==> src/rtl/lvds_frame_tx.sv <==
// Output framer: pops hit records from the hit memory and emits
// HEADER / DATA... / TRAILER frames on a 24-bit LVDS word bus, with a
// fixed idle pattern and a forced idle gap between frames. Single clock (clk3).
module lvds_frame_tx #(
   parameter int unsigned DATASIZE   = 18,
   parameter int unsigned MAX_HITS   = 4096,
   parameter int unsigned GAP_CYCLES = 2,
   parameter logic [23:0] IDLE_WORD  = 24'h0AAAAA
) (
   input  logic                clk3,
   input  logic                sys_reset,
   input  logic                tx_enable,
   input  logic                mem_empty,
   output logic                mem_rd_en,
   input  logic [DATASIZE-1:0] mem_data,
   output logic [23:0]         LVDS,
   output logic                lvds_valid,
   output logic [15:0]         frame_id,
   output logic                busy
);

   typedef enum logic [1:0] {
      S_IDLE,
      S_DATA,
      S_GAP
   } state_t;

   localparam logic [12:0] MAX_HITS_C = 13'(MAX_HITS);
   localparam logic [3:0]  GAP_LAST   = 4'(GAP_CYCLES - 1);

   state_t      state_q, state_d;
   logic [23:0] lvds_q, lvds_d;
   logic        valid_q, valid_d;
   logic [15:0] frame_id_q, frame_id_d;
   logic [12:0] issued_q, issued_d;   // pops requested in this frame
   logic [12:0] cnt_q, cnt_d;         // DATA words emitted in this frame
   logic [8:0]  chk_q, chk_d;         // running XOR fold of emitted records
   logic [3:0]  gap_q, gap_d;         // idle words emitted since TRAILER
   logic        rd_pending_q;         // mem_data carries a record this cycle

   // Pop request: start-of-frame pop from IDLE, then keep popping while the
   // memory has data and the per-frame limit is not reached. Held low in reset.
   always_comb begin
      mem_rd_en = 1'b0;
      if (!sys_reset) begin
         if (state_q == S_IDLE) begin
            mem_rd_en = tx_enable & ~mem_empty;
         end else if (state_q == S_DATA) begin
            mem_rd_en = ~mem_empty & (issued_q < MAX_HITS_C);
         end
      end
   end

   // Next-state and output-word selection for the framing FSM.
   always_comb begin
      // NOTE: every variable gets a default first so no path can infer a latch.
      state_d    = state_q;
      lvds_d     = lvds_q;
      valid_d    = valid_q;
      frame_id_d = frame_id_q;
      cnt_d      = cnt_q;
      chk_d      = chk_q;
      gap_d      = gap_q;
      issued_d   = issued_q + {12'd0, mem_rd_en};

      unique case (state_q)
         S_IDLE: begin
            lvds_d  = IDLE_WORD;
            valid_d = 1'b0;
            if (tx_enable && !mem_empty) begin
               lvds_d  = {2'b01, 6'b0, frame_id_q};
               valid_d = 1'b1;
               state_d = S_DATA;
            end
         end
         S_DATA: begin
            if (rd_pending_q) begin
               // seq is the low nibble of the word index, taken before increment
               lvds_d = {2'b10, cnt_q[3:0], mem_data};
               cnt_d  = cnt_q + 13'd1;
               chk_d  = chk_q ^ mem_data[17:9] ^ mem_data[8:0];
            end else begin
               // No record arrived: pops stopped, so close the frame here.
               lvds_d  = {2'b11, chk_q, cnt_q};
               gap_d   = 4'd0;
               state_d = S_GAP;
            end
         end
         S_GAP: begin
            lvds_d  = IDLE_WORD;
            valid_d = 1'b0;
            if (gap_q == 4'd0) begin
               frame_id_d = frame_id_q + 16'd1;
               cnt_d      = 13'd0;
               chk_d      = 9'd0;
               issued_d   = 13'd0;
            end
            gap_d = gap_q + 4'd1;
            if (gap_q == GAP_LAST) begin
               state_d = S_IDLE;
            end
         end
         default: begin
            state_d = S_IDLE;
         end
      endcase
   end

   // State and output registers; reset abandons any frame in progress.
   always_ff @(posedge clk3 or posedge sys_reset) begin
      if (sys_reset) begin
         state_q      <= S_IDLE;
         lvds_q       <= IDLE_WORD;
         valid_q      <= 1'b0;
         frame_id_q   <= 16'd0;
         issued_q     <= 13'd0;
         cnt_q        <= 13'd0;
         chk_q        <= 9'd0;
         gap_q        <= 4'd0;
         rd_pending_q <= 1'b0;
      end else begin
         // NOTE: non-blocking so every register samples pre-edge values.
         state_q      <= state_d;
         lvds_q       <= lvds_d;
         valid_q      <= valid_d;
         frame_id_q   <= frame_id_d;
         issued_q     <= issued_d;
         cnt_q        <= cnt_d;
         chk_q        <= chk_d;
         gap_q        <= gap_d;
         rd_pending_q <= mem_rd_en;
      end
   end

   assign LVDS       = lvds_q;
   assign lvds_valid = valid_q;
   assign frame_id   = frame_id_q;
   assign busy       = (state_q != S_IDLE);

endmodule

==> config.mk <==
export PLATFORM = sky130hd
export DESIGN_NAME = lvds_frame_tx
export DESIGN_NICKNAME = d
export VERILOG_FILES = /design/src/rtl/lvds_frame_tx.sv
export SDC_FILE = /design/constraint.sdc
export NUM_CORES = 1
export LEC_CHECK = 0
export ABC_AREA = 1
export BUFFER_PORTS_ARGS = -buffer_cell sky130_fd_sc_hd__buf_2
export CORE_ASPECT_RATIO = 2
export CORE_MARGIN = 10
export CORE_UTILIZATION = 45
export CTS_BUF_LIST = sky130_fd_sc_hd__clkbuf_8
export DETAILED_ROUTE_END_ITERATION = 8
export SYNTH_ARGS = -nofsm -noshare
export SYNTH_HDL_FRONTEND = slang
export SYNTH_SLANG_ARGS = --single-unit
==> constraint.sdc <==
create_clock -name clk3 -period 3.6 [get_ports clk3]
set_input_delay 0.18 -clock clk3 [delete_from_list [all_inputs] [get_ports clk3]]
set_output_delay 0.18 -clock clk3 [all_outputs]
set_load 0.01 [all_outputs]
==> tab_implementation.tex <==
\begin{tabular}{lr}
\hline
Metric & Value \\
\hline
\multicolumn{2}{l}{\textbf{Status}} \\
Run status & completed \\
\multicolumn{2}{l}{\textbf{Worst setup path}} \\
CP Max Fanout & 7 \\
Worst Path Required & 3.85 ns \\
Path type of the worst setup path & flip-flop to flip-flop \\
Critical path's slowest cell & sky130\_fd\_sc\_hd\_\_dfrtp\_1 \\
Critical path data arrival time & 2.71 ns \\
Worst Setup Start Kind & flip-flop \\
Largest incremental delay on the critical path & 0.42 ns \\
Worst Reg2Reg Path Length in Cells & 10 \\
Critical path capture point type & flip-flop \\
Ordered list of cells on the worst path & inv\_1 -> ha\_1 -> a31oi\_1 -> nor3\_1 -> ha\_1 -> nand2\_1 -> nor2\_1 -> nand4\_1 -> o21ai\_0 -> nor2\_1 \\
\multicolumn{2}{l}{\textbf{Clock tree}} \\
CTS tree & done \\
Maximum buffer depth of the clock tree & 2 \\
Num Clock Sinks & 83 \\
Worst-skew pair later-pin latency & 0.36 ns \\
Clock buffer count from CTS & 9 \\
Clock transition at path regs & 0.08 ns \\
\# H-tree levels & 3 \\
Cell at the root of the clock tree & sky130\_fd\_sc\_hd\_\_clkbuf\_8 \\
PostCTS Resize Cnt & 0 \\
\multicolumn{2}{l}{\textbf{Power and ir drop}} \\
Lkg Pwr & 2.53 nW \\
P\_sw & 0.00161 W \\
Pwr Density & 685 nW/µm² \\
Share of total power in the clock network & 0.191 \\
Combinational cell fraction of total power & 0.414 \\
Cell-internal power & 0.00203 W \\
Sw frac & 0.442 \\
Seq pwr share & 0.395 \\
Maximum vdd ir drop & 352 µV \\
Post-layout total power & 0.00363 W \\
\multicolumn{2}{l}{\textbf{Timing}} \\
TNS Setup & 0 ns \\
Worst slew pin tran & 0.603 ns \\
Shortest period the worst path allows & 2.46 ns \\
Final number of hold-violating endpoints & 0 \\
Final clock period utilization by the worst path & 0.682 \\
Maximum frequency from static timing analysis & 407 MHz \\
RSZ-0062 raised after global routing & false \\
Final slew viol count & 0 \\
Slew margin rel. & 0.598 \\
Setup-violating endpoint count in the final report & 0 \\
Clock Skew & 0.00772 ns \\
\multicolumn{2}{l}{\textbf{Synthesis}} \\
Flop and latch count out of synthesis & 83 \\
Count of distinct cell types in the synthesized netlist & 36 \\
Post-synthesis area per instance & 7.87 µm² \\
Proportion of synthesized chip area in sequential cells & 0.446 \\
Gate count after technology mapping & 595 \\
Top cell type's share of synthesized area & 0.390 \\
Leading area contributor after synthesis & sky130\_fd\_sc\_hd\_\_dfrtp\_1 \\
Cell area after synthesis & 4680 µm² \\
Area contributors post-synth & sky130\_fd\_sc\_hd\_\_dfrtp\_1 39\%, sky130\_fd\_sc\_hd\_\_nand2\_1 11\%, sky130\_fd\_sc\_hd\_\_o21ai\_0 6.5\%, sky130\_fd\_sc\_hd\_\_dfstp\_2 5.6\%, sky130\_fd\_sc\_hd\_\_inv\_1 5.2\% \\
Synthesized netlist net count & 630 \\
Syn. warnings & 0 \\
\multicolumn{2}{l}{\textbf{Route}} \\
Antenna viol nets, final & 0 \\
Routed via count divided by cell count & 5.28 \\
Router iterations before antenna repair & 6 \\
Wirelength, routed & 13700 µm \\
Residual DRC & 0 \\
Vias after detailed routing & 4216 \\
Wire length per cell & 17.2 µm \\
Starting DRT DRC Count & 174 \\
\multicolumn{2}{l}{\textbf{GRT}} \\
Antenna violations before repair & 0 \\
Wire length of the first global-routing pass & 22500 µm \\
Overall fraction of global-route tracks in use & 0.188 \\
Maximum number of pins on one net before global-route repair & 34 \\
Vias in the first global route & 4388 \\
Grt total ovfl & 0 \\
\multicolumn{2}{l}{\textbf{Floorplanning}} \\
Die extent in y & 164 µm \\
Starting Density & 0.461 \\
Floorplan die area & 15100 µm² \\
Horiz. Die Dim & 92.1 µm \\
Core region area & 10100 µm² \\
Number of placement rows & 52 \\
Number of primary I/O pins & 65 \\
\multicolumn{2}{l}{\textbf{Layout}} \\
Count of inserted antenna diode cells & 0 \\
Layout Area Growth over Synthesis & 13.2\% \\
Commonest non-fill, non-tap cell in the layout & sky130\_fd\_sc\_hd\_\_nand2\_1 \\
Leading cell types in the layout, fill and taps excluded & 143 x sky130\_fd\_sc\_hd\_\_nand2\_1, 73 x sky130\_fd\_sc\_hd\_\_dfrtp\_1, 64 x sky130\_fd\_sc\_hd\_\_inv\_1, 64 x sky130\_fd\_sc\_hd\_\_buf\_2, 61 x sky130\_fd\_sc\_hd\_\_o21ai\_0 \\
Final-stage net count & 693 \\
Fraction of final layout cells with drive strength greater than 1 & 0.173 \\
\multicolumn{2}{l}{\textbf{Run}} \\
\# Max-Cap Violations & 0 \\
\multicolumn{2}{l}{\textbf{Placed design}} \\
Number of buffers inserted by port buffering & 64 \\
Weighted congestion reported at the end of routability-driven placement & 0.914 \\
Half-perimeter wire length of the detailed placement result & 10600 µm \\
\multicolumn{2}{l}{\textbf{Min path}} \\
Cell depth of the worst min-delay path & 3 \\
Class of the worst hold path & input pin to flip-flop \\
\hline
\end{tabular}
what timing repair did:
action                    CTS  global route
buffers inserted            0             0
hold buffers                1             0
hold endpoints to repair   26             0
synth_stat cells:
master	number
sky130_fd_sc_hd__nor3b_2	1
sky130_fd_sc_hd__o21ai_1	11
sky130_fd_sc_hd__buf_1	1
sky130_fd_sc_hd__a21oi_2	1
sky130_fd_sc_hd__xor2_1	14
sky130_fd_sc_hd__nor2_1	56
sky130_fd_sc_hd__inv_2	5
sky130_fd_sc_hd__nor2_4	2
sky130_fd_sc_hd__nand2_2	4
sky130_fd_sc_hd__nand4_1	23
sky130_fd_sc_hd__clkinv_1	2
sky130_fd_sc_hd__nor3_2	1
sky130_fd_sc_hd__nor2_2	1
sky130_fd_sc_hd__buf_2	7
sky130_fd_sc_hd__ha_1	13
sky130_fd_sc_hd__nand2_1	143
sky130_fd_sc_hd__a21oi_1	23
sky130_fd_sc_hd__buf_4	4
sky130_fd_sc_hd__clkbuf_1	1
sky130_fd_sc_hd__o22a_1	3
sky130_fd_sc_hd__nor3_1	4
sky130_fd_sc_hd__o21a_1	1
sky130_fd_sc_hd__a31oi_1	3
sky130_fd_sc_hd__xnor2_1	12
sky130_fd_sc_hd__dfstp_2	10
sky130_fd_sc_hd__o21ai_0	61
sky130_fd_sc_hd__o21ai_2	1
sky130_fd_sc_hd__a21oi_4	1
sky130_fd_sc_hd__buf_6	3
sky130_fd_sc_hd__inv_1	65
sky130_fd_sc_hd__a22oi_1	9
sky130_fd_sc_hd__nand2_4	2
sky130_fd_sc_hd__o22ai_1	4
sky130_fd_sc_hd__dfrtp_1	73
sky130_fd_sc_hd__nand3_1	28
sky130_fd_sc_hd__nand3_2	2
critical path, delay by kind of cell, from the launching register on:
kind / cells / cell delay, ns
AO/OA/AOI/OAI: 2 / 0.32
adder cells (fa/ha/maj): 2 / 0.59
buffers and inverters: 1 / 0.11
flip-flops: 1 / 0.42
AND/OR/NAND/NOR: 5 / 0.90
sequential cells by signal, summed over array words and instances (netlist names):
signal / flops
LVDS: 24
chk_q: 9
lvds_valid: 1
frame_id: 16
rd_pending_q: 1
issued_q: 13
gap_q: 4
cnt_q: 13
state_q: 2
routing by layer:
layer / global-route usage / routed length (µm) / vias up
met5: 0 / 0 / -
met4: 0.0832 / 352 / 0
met3: 0.0352 / 572 / 28
met2: 0.347 / 7700 / 115
met1: 0.199 / 5120 / 2005
li1: - / - / 2068
power by group through the flow:
stage | sequential, W | clock (W) | combinational, W
floorplan | 0.00144 | 0 | 0.00102
global placement | 0.00144 | 0 | 0.00149
detailed placement | 0.00145 | 0 | 0.00152
CTS | 0.00144 | 0.000712 | 0.00153
global route | 0.00146 | 0.000755 | 0.00169
finish | 0.00143 | 0.000694 | 0.00150
final cells by class:
cell class,count,area [µm²]
clock buffers,10,138
clock inverters,6,65.1
fillers,1058,4850
inverters,72,272
multi-input cells,424,2210
flip-flops and latches,83,2090
well taps,135,169
repair buffers,68,353
kinds of logic after synthesis:
group	Yosys count	share of synthesized area
compound gates	118	0.140
xor+xnor	26	0.0487
fa+ha+maj	13	0.0348
buf+inv	88	0.0805
flops	83	0.446
simple gates	267	0.250
stage by stage:
step | setup WS (ns) | area, µm² | std cells | utilization | hold slack [ns]
6_report | 1.14 | 5300 | 798 | 0.522 | 0.0862
4_1_cts | 1.13 | 5300 | 798 | 0.522 | 0.0805
2_1_floorplan | 1.30 | 4680 | 595 | - | 0.308
3_5_place_dp | 1.16 | 5090 | 781 | 0.501 | 0.286
5_1_grt | 0.870 | 5300 | 798 | 0.522 | 0.0981
3_3_place_gp | 1.23 | 5090 | 781 | 0.501 | 0.274
path summary, 6_finish.rpt:
path                                          end                   start  slack [ns]
hold / removal                LVDS[2]$_DFFE_PP0P_             mem_data[2]        0.09
hold reg to reg               LVDS[5]$_DFFE_PP1P_     LVDS[5]$_DFFE_PP1P_        0.48
setup / recovery            issued_q[9]$_DFF_PP0_  state_q[1]$_DFFE_PP0P_        1.14
max in group asynchronous     LVDS[5]$_DFFE_PP1P_               sys_reset        2.28
setup reg to reg            issued_q[9]$_DFF_PP0_  state_q[1]$_DFFE_PP0P_        1.14
min in group asynchronous  lvds_valid$_DFFE_PP0P_               sys_reset        0.41
(Power assumes the default switching activity.)
